**src/rtl/reg_file_2w2r.sv**
```systemverilog
`default_nettype none
// ============================================================================
// Module   : reg_file_2w2r
// Purpose  : Two-write / two-read register file with port-1 write priority,
//            optional write-to-read bypass, valid tracking and error flags.
// Revision : 1.0
// ============================================================================
module reg_file_2w2r #(
   parameter int DATA_W = 16,
   parameter int DEPTH  = 8,
   parameter int ADDR_W = 3,
   parameter int BYPASS = 1
) (
   input  logic              clk,
   input  logic              rst,
   input  logic              we0,
   input  logic [ADDR_W-1:0] waddr0,
   input  logic [DATA_W-1:0] wdata0,
   input  logic              we1,
   input  logic [ADDR_W-1:0] waddr1,
   input  logic [DATA_W-1:0] wdata1,
   input  logic              re0,
   input  logic [ADDR_W-1:0] raddr0,
   output logic [DATA_W-1:0] rdata0,
   output logic              rvalid0,
   input  logic              re1,
   input  logic [ADDR_W-1:0] raddr1,
   output logic [DATA_W-1:0] rdata1,
   output logic              rvalid1,
   output logic [DEPTH-1:0]  valid_mask,
   output logic              collision,
   output logic [7:0]        collision_count,
   output logic              err
);

   // One extra bit so DEPTH == 2**ADDR_W still compares correctly.
   localparam logic [ADDR_W:0] c_DEPTH = (ADDR_W+1)'(DEPTH);

   logic [DATA_W-1:0] r_mem [DEPTH];
   logic [DEPTH-1:0]  r_valid;
   logic [DATA_W-1:0] r_rdata0;
   logic [DATA_W-1:0] r_rdata1;
   logic              r_rvalid0;
   logic              r_rvalid1;
   logic              r_coll;
   logic [7:0]        r_coll_cnt;
   logic              r_err;

   logic              w_wr0_ok;
   logic              w_wr1_ok;
   logic              w_wr0_oor;
   logic              w_wr1_oor;
   logic              w_coll;
   logic [DATA_W:0]   w_rd0;
   logic [DATA_W:0]   w_rd1;

   assign w_wr0_ok  = we0 && ({1'b0, waddr0} < c_DEPTH);
   assign w_wr1_ok  = we1 && ({1'b0, waddr1} < c_DEPTH);
   assign w_wr0_oor = we0 && !w_wr0_ok;
   assign w_wr1_oor = we1 && !w_wr1_ok;
   assign w_coll    = w_wr0_ok && w_wr1_ok && (waddr0 == waddr1);

   // Returns {error, data}; error marks an out-of-range or unwritten read.
   function automatic logic [DATA_W:0] f_read(input logic [ADDR_W-1:0] a);
      if ({1'b0, a} >= c_DEPTH)
         return {1'b1, {DATA_W{1'b0}}};
      if ((BYPASS != 0) && w_wr1_ok && (waddr1 == a))
         return {1'b0, wdata1};
      if ((BYPASS != 0) && w_wr0_ok && (waddr0 == a))
         return {1'b0, wdata0};
      if (r_valid[a])
         return {1'b0, r_mem[a]};
      return {1'b1, {DATA_W{1'b0}}};
   endfunction

   always_comb begin
      w_rd0 = f_read(raddr0);
      w_rd1 = f_read(raddr1);
   end

   always_ff @(posedge clk) begin
      if (rst) begin
         for (int i = 0; i < DEPTH; i++) begin
            r_mem[i] <= '0;
         end
         r_valid    <= '0;
         r_rdata0   <= '0;
         r_rdata1   <= '0;
         r_rvalid0  <= 1'b0;
         r_rvalid1  <= 1'b0;
         r_coll     <= 1'b0;
         r_coll_cnt <= 8'd0;
         r_err      <= 1'b0;
      end else begin
         // Port 1 is checked first so it wins a same-address collision.
         for (int i = 0; i < DEPTH; i++) begin
            if (w_wr1_ok && (waddr1 == ADDR_W'(i))) begin
               r_mem[i]   <= wdata1;
               r_valid[i] <= 1'b1;
            end else if (w_wr0_ok && (waddr0 == ADDR_W'(i))) begin
               r_mem[i]   <= wdata0;
               r_valid[i] <= 1'b1;
            end
         end
         if (re0) begin
            r_rdata0 <= w_rd0[DATA_W-1:0];
         end
         if (re1) begin
            r_rdata1 <= w_rd1[DATA_W-1:0];
         end
         r_rvalid0 <= re0;
         r_rvalid1 <= re1;
         r_coll    <= w_coll;
         if (w_coll && (r_coll_cnt != 8'hFF)) begin
            r_coll_cnt <= r_coll_cnt + 8'd1;
         end
         r_err <= w_wr0_oor | w_wr1_oor | (re0 & w_rd0[DATA_W]) | (re1 & w_rd1[DATA_W]);
      end
   end

   assign rdata0          = r_rdata0;
   assign rdata1          = r_rdata1;
   assign rvalid0         = r_rvalid0;
   assign rvalid1         = r_rvalid1;
   assign valid_mask      = r_valid;
   assign collision       = r_coll;
   assign collision_count = r_coll_cnt;
   assign err             = r_err;

endmodule
`default_nettype wire

```
**config.mk**
```make
export PLATFORM = sky130hd
export DESIGN_NAME = reg_file_2w2r
export DESIGN_NICKNAME = d
export VERILOG_FILES = /design/src/rtl/reg_file_2w2r.sv
export SDC_FILE = /design/constraint.sdc
export NUM_CORES = 1
export LEC_CHECK = 0
export BUFFER_PORTS_ARGS = -buffer_cell sky130_fd_sc_hd__buf_2
export CAP_MARGIN = 5
export CORE_MARGIN = 2
export CORE_UTILIZATION = 50
export CTS_CLUSTER_SIZE = 8
export DETAILED_ROUTE_END_ITERATION = 10
export PLACE_DENSITY = 0.66
export RECOVER_POWER = 100
export SYNTH_ARGS = -nofsm -noshare
export SYNTH_HDL_FRONTEND = slang
export SYNTH_SLANG_ARGS = --single-unit
```
**constraint.sdc**
```tcl
create_clock -name clk -period 2.8 [get_ports clk]
set_clock_uncertainty 0.15 [all_clocks]
set_input_delay 0.84 -clock clk [delete_from_list [all_inputs] [get_ports clk]]
set_output_delay 0.84 -clock clk [all_outputs]
set_load 0.01 [all_outputs]
```
-- Word-level counts from Yosys, hierarchy flattened
Memories as Yosys holds them, arrays and structs flattened.
Cells that the tools add are included.
- $add $sub $neg: 1
- $mul: 0
- div/mod/pow operators: 0
- magnitude comparators: 2
- eq/ne operators: 20
- shift-type cells: 0
- multiplexer cells: 118
- bitwise operators: 19
- reduce and logical (&&, ||, !) cells: 33
- operators with widths (kind ; number):
    two-way mux 16 bit ; 16
    two-way mux 17 bit ; 12
    two-way mux 1 bit ; 88
    equality test 3 bit, second input constant ; 8
    logical AND 1 bit ; 23
    bitwise OR 1 bit ; 17
    nonzero test 2 bit ; 8
    equality test 3 bit ; 5
    equality test 3 x 2 -> 1 bit, second input constant ; 4
    adder 8 x 1 -> 8 bit, second input constant ; 1
    < comparator 3 x 4 -> 1 bit, second input constant ; 2
    != test 8 bit, second input constant ; 1
    binary-select mux 1 bit (select 3 bit) ; 2
    equality test 3 x 1 -> 1 bit, second input constant ; 2
    logical NOT 3 bit ; 2
    AND 1 bit ; 2
- register bits after elaboration: 52
- latch bits: 0
- bits in writable memories: 128
- ROM bits: 0
- bits of input ports: 50
- memories kept: 1
- memory list (memory ; depth ; bits a word ; read ports ; clocked after Yosys merged registers in ; write ports ; RTL line ; RTL):
    r_mem ; 8 ; 16 ; 2 ; 0 ; 8 ; 39 ; logic [DATA_W-1:0] r_mem [DEPTH];

-- Depth between registers and ports, before layout
- depth in word-level cells: 11
- mapped depth: 7
- gate-level depth less buffers: 5

-- Worst setup path after synthesis
Ideal clock, no wire load.
- path type: input-to-reg
- from: input port waddr1[0]
- to: memory r_mem[0][0] (enable)
- setup time: 372 ps
- arrival: 2144 ps
- path slack: 134 ps
- cell stages on the path: 3
- cells stage by stage: buf_2 -> nor4b_2 -> or3_1
- RTL lines (element ; RTL line ; RTL):
    start: declaration ; 20 ; input logic [ADDR_W-1:0] waddr1,
    end: declaration ; 39 ;

==> impl_results.md <==
- TritonCTS clock tree: yes
- Total gr overflow: 0
- Type of the worst setup path: in2reg
- Hold buffers post-CTS: 0
- Fin. max-slew vios: 0
- Largest family of logic cells by synthesized area: multiplexers
- Hold Vio Cnt, Final: 0
- Row cnt: 54
- Arrival time at the worst endpoint: 2.55 ns
- WL final: 35500 um
- Avg Synthesized Cell Area: 11.2 um2
- PwrDens: 546 nW/um2
- GRT Total Usage: 30.5%
- Die H: 152 um
- Fin nets: 1111
- CTS buffer count: 17
- Synth Warn #: 0
- N_diodes: 0
- Post-synthesis cell type count: 47
- Post-synth top cells: edfxtp_1 (128), nor2_1 (99), a22oi_1 (80)
- Post-synthesis xor/xnor area fraction: 1.20%
- F_max: 381 MHz
- RePlAce Congestion: 0.877
- Sw Ratio: 29.2%
- First-pass GRT wire length: 54300 um
- Leak: 4.18 nW
- Synth Flop Type: edfxtp_1
- Final worst slack: 0.177 ns
- Via count: 9394
- H-tree depth: 4
- Post-synth EDFFs: 128
- Worst Max-Slew Pin Slew: 1.30 ns
- Setup Viol. Count Final: 0
- Post-placement cell count: 1321
- Core Region: 21700 um2
- Worst skew pair latency: 0.45 ns
- Unrepaired setup endpoints after global routing: no
- Initial core utilization: 50.5%
- Postcts setup bufs: 0
- Seq/Total Area, Yosys: 44.6%
- Mapped Nets: 1025
- Area Overhead vs Synth: 14.2%
- Max FO, Critical Path: 18
- Final worst path period share: 93.7%
- Dpl ws: -0.0709 ns
- Crit path time final: 2.62 ns
- Slowest cell on crit path: clkbuf_2
- Peak VDD IR: 0.000375 V
- Clock share of power: 35.1%
- Ys async rst share: 0%
- Crit. End Element: register
- Final cell count without fillers: 1353
- First-pass detailed-route iteration total: 6
- Dpl hpwl: 24600 um
- NetSw: 1.99 mW
- Simple-gate share of the synthesized area: 14.7%
- Flop pwr share: 46.7%
- Largest net degree at the start of global routing: 44
- I/O Buffers: 101
- Synth area leader: edfxtp_1
- Run status: complete, no violations
- Post-Syn Area: 11000 um2
- Adder-cell share of the synthesized area: 0.114%
- Comb pwr share: 18.2%
- FF+latch count, synth: 180
- Layout cells sized above 1: 28.5%
- CTS clock-pin slew for the worst setup and hold paths: 0.08 ns
- Clk buf depth: 2
- Detail Route Antenna Nets: 0
- Antenna violations before repair: 2
- Cell-internal power: 4.84 mW
- Total power draw: 6.83 mW
- Startpoint types: primary input
- CP Cell Sequence: buf_2 -> nor4bb_4 -> clkbuf_2 -> or3_1 -> clkbuf_1
- Num ports: 102
- DRC Markers: 0
- Mux contribution to synthesized area: 21.2%
- Number of global-route vias before repair: 8734
- Routed WL per cell: 26.3 um
- Initial DRC count: 1180
- Synth area leaders: edfxtp_1 (35%), mux4_2 (14%), dfxtp_1 (9.5%), mux2_2 (7.6%), a22oi_1 (5.5%)
- Clk root buf: clkbuf_16
- Top cell type's share of synthesized area: 35.1%
- CTS Sinks: 180
- Die area: 23100 um2
- Max Cap Viol: 0
- Die width: 152 um
- Mapped Cells: 974
- Compound-cell area share of the yosys netlist: 13.6%
- Slew HR: 13.2%
- Top-count cell post-synth: edfxtp_1
- Req. time, crit path: 2.73 ns
- Max incr delay on CP: 0.55 ns
- DR vias/cell: 6.94
- Post-CTS sizing: 0
- Hold Crit Class: reg2reg
## per-layer routing
| layer | part of all wire, % | GRT usage [%] |
|---|---|---|
| met3 | 11 | 6.87 |
| met4 | 2.0 | 8.54 |
| met5 | 0.082 | 0 |
| met1 | 41 | 43.6 |
| met2 | 46 | 47.3 |
## path summary, 6_finish.rpt
check | end | startpoint | cells past startpoint | slack [ns]
setup / recovery | r_mem[2][8] | waddr1[0] | 5 | 0.18
hold reg to reg | rdata0[0] | rdata0[0] | 2 | 0.33
setup reg to reg | collision_count[7] | collision_count[0] | 5 | 0.79
hold / removal | rdata0[0] | rdata0[0] | 2 | 0.33
## critical path, delay by kind of cell
kind | cells | cell delay [ns]
buffers and inverters | 3 | 1.12
AND/OR/NAND/NOR | 2 | 0.58
## flip-flops by register name, indices dropped and copies added (netlist names), 8 cells and up
signal / flops
valid_mask: 8
rdata1: 16
rdata0: 16
collision_count: 8
r_mem: 128
## stage by stage
| step | hold WS, ns | instance area [um2] | setup TNS (ns) | util (%) |
|---|---|---|---|---|
| finish | 0.329 | 12500 | 0 | 57.7 |
| global route | 0.347 | 12500 | 0 | 57.7 |
| detailed placement | 0.318 | 12100 | -0.240 | 56.0 |
| CTS | 0.330 | 12700 | 0 | 58.6 |
| floorplan | 0.338 | 11000 | 0 | - |
| global placement | 0.314 | 12100 | -0.0477 | 56.0 |
## area by class of cell
type	instances	area [um2]
fillers	1851	9180
multi-input cells	672	5620
flip-flops and latches	180	4880
repair buffers	183	1050
clock buffers	17	425
well taps	280	350
clock inverters	15	148
inverters	6	22.5
## cells by family after synthesis
family,after synthesis
AO/OA/AOI/OAI,210
XOR/XNOR,15
multiplexers,140
flip-flops,180
adder cells (fa/ha/maj),1
AND/OR/NAND/NOR,306
buffers and inverters,122
## power groups by stage
stage	combinational, mW	clock (mW)	sequential (mW)
after floorplan	0.774	0	3.20
after global placement	1.23	0	3.23
after detailed placement	1.24	0	3.24
after CTS	1.25	2.41	3.18
after global routing	1.31	2.49	3.21
final	1.25	2.40	3.19
## cells in the final DEF (no fill, tap or decap), types with 35 or more instances in the layout
| master | count |
|---|---|
| buf_2 | 46 |
| a22oi_1 | 80 |
| edfxtp_1 | 128 |
| nand2_1 | 55 |
| buf_4 | 52 |
| clkbuf_1 | 62 |
| dfxtp_1 | 52 |
| mux2_2 | 74 |
| mux4_2 | 66 |
| o21ai_0 | 36 |
| nor2b_1 | 35 |
| nor2_1 | 99 |
No activity file was read; power rests on OpenSTA's default activity.
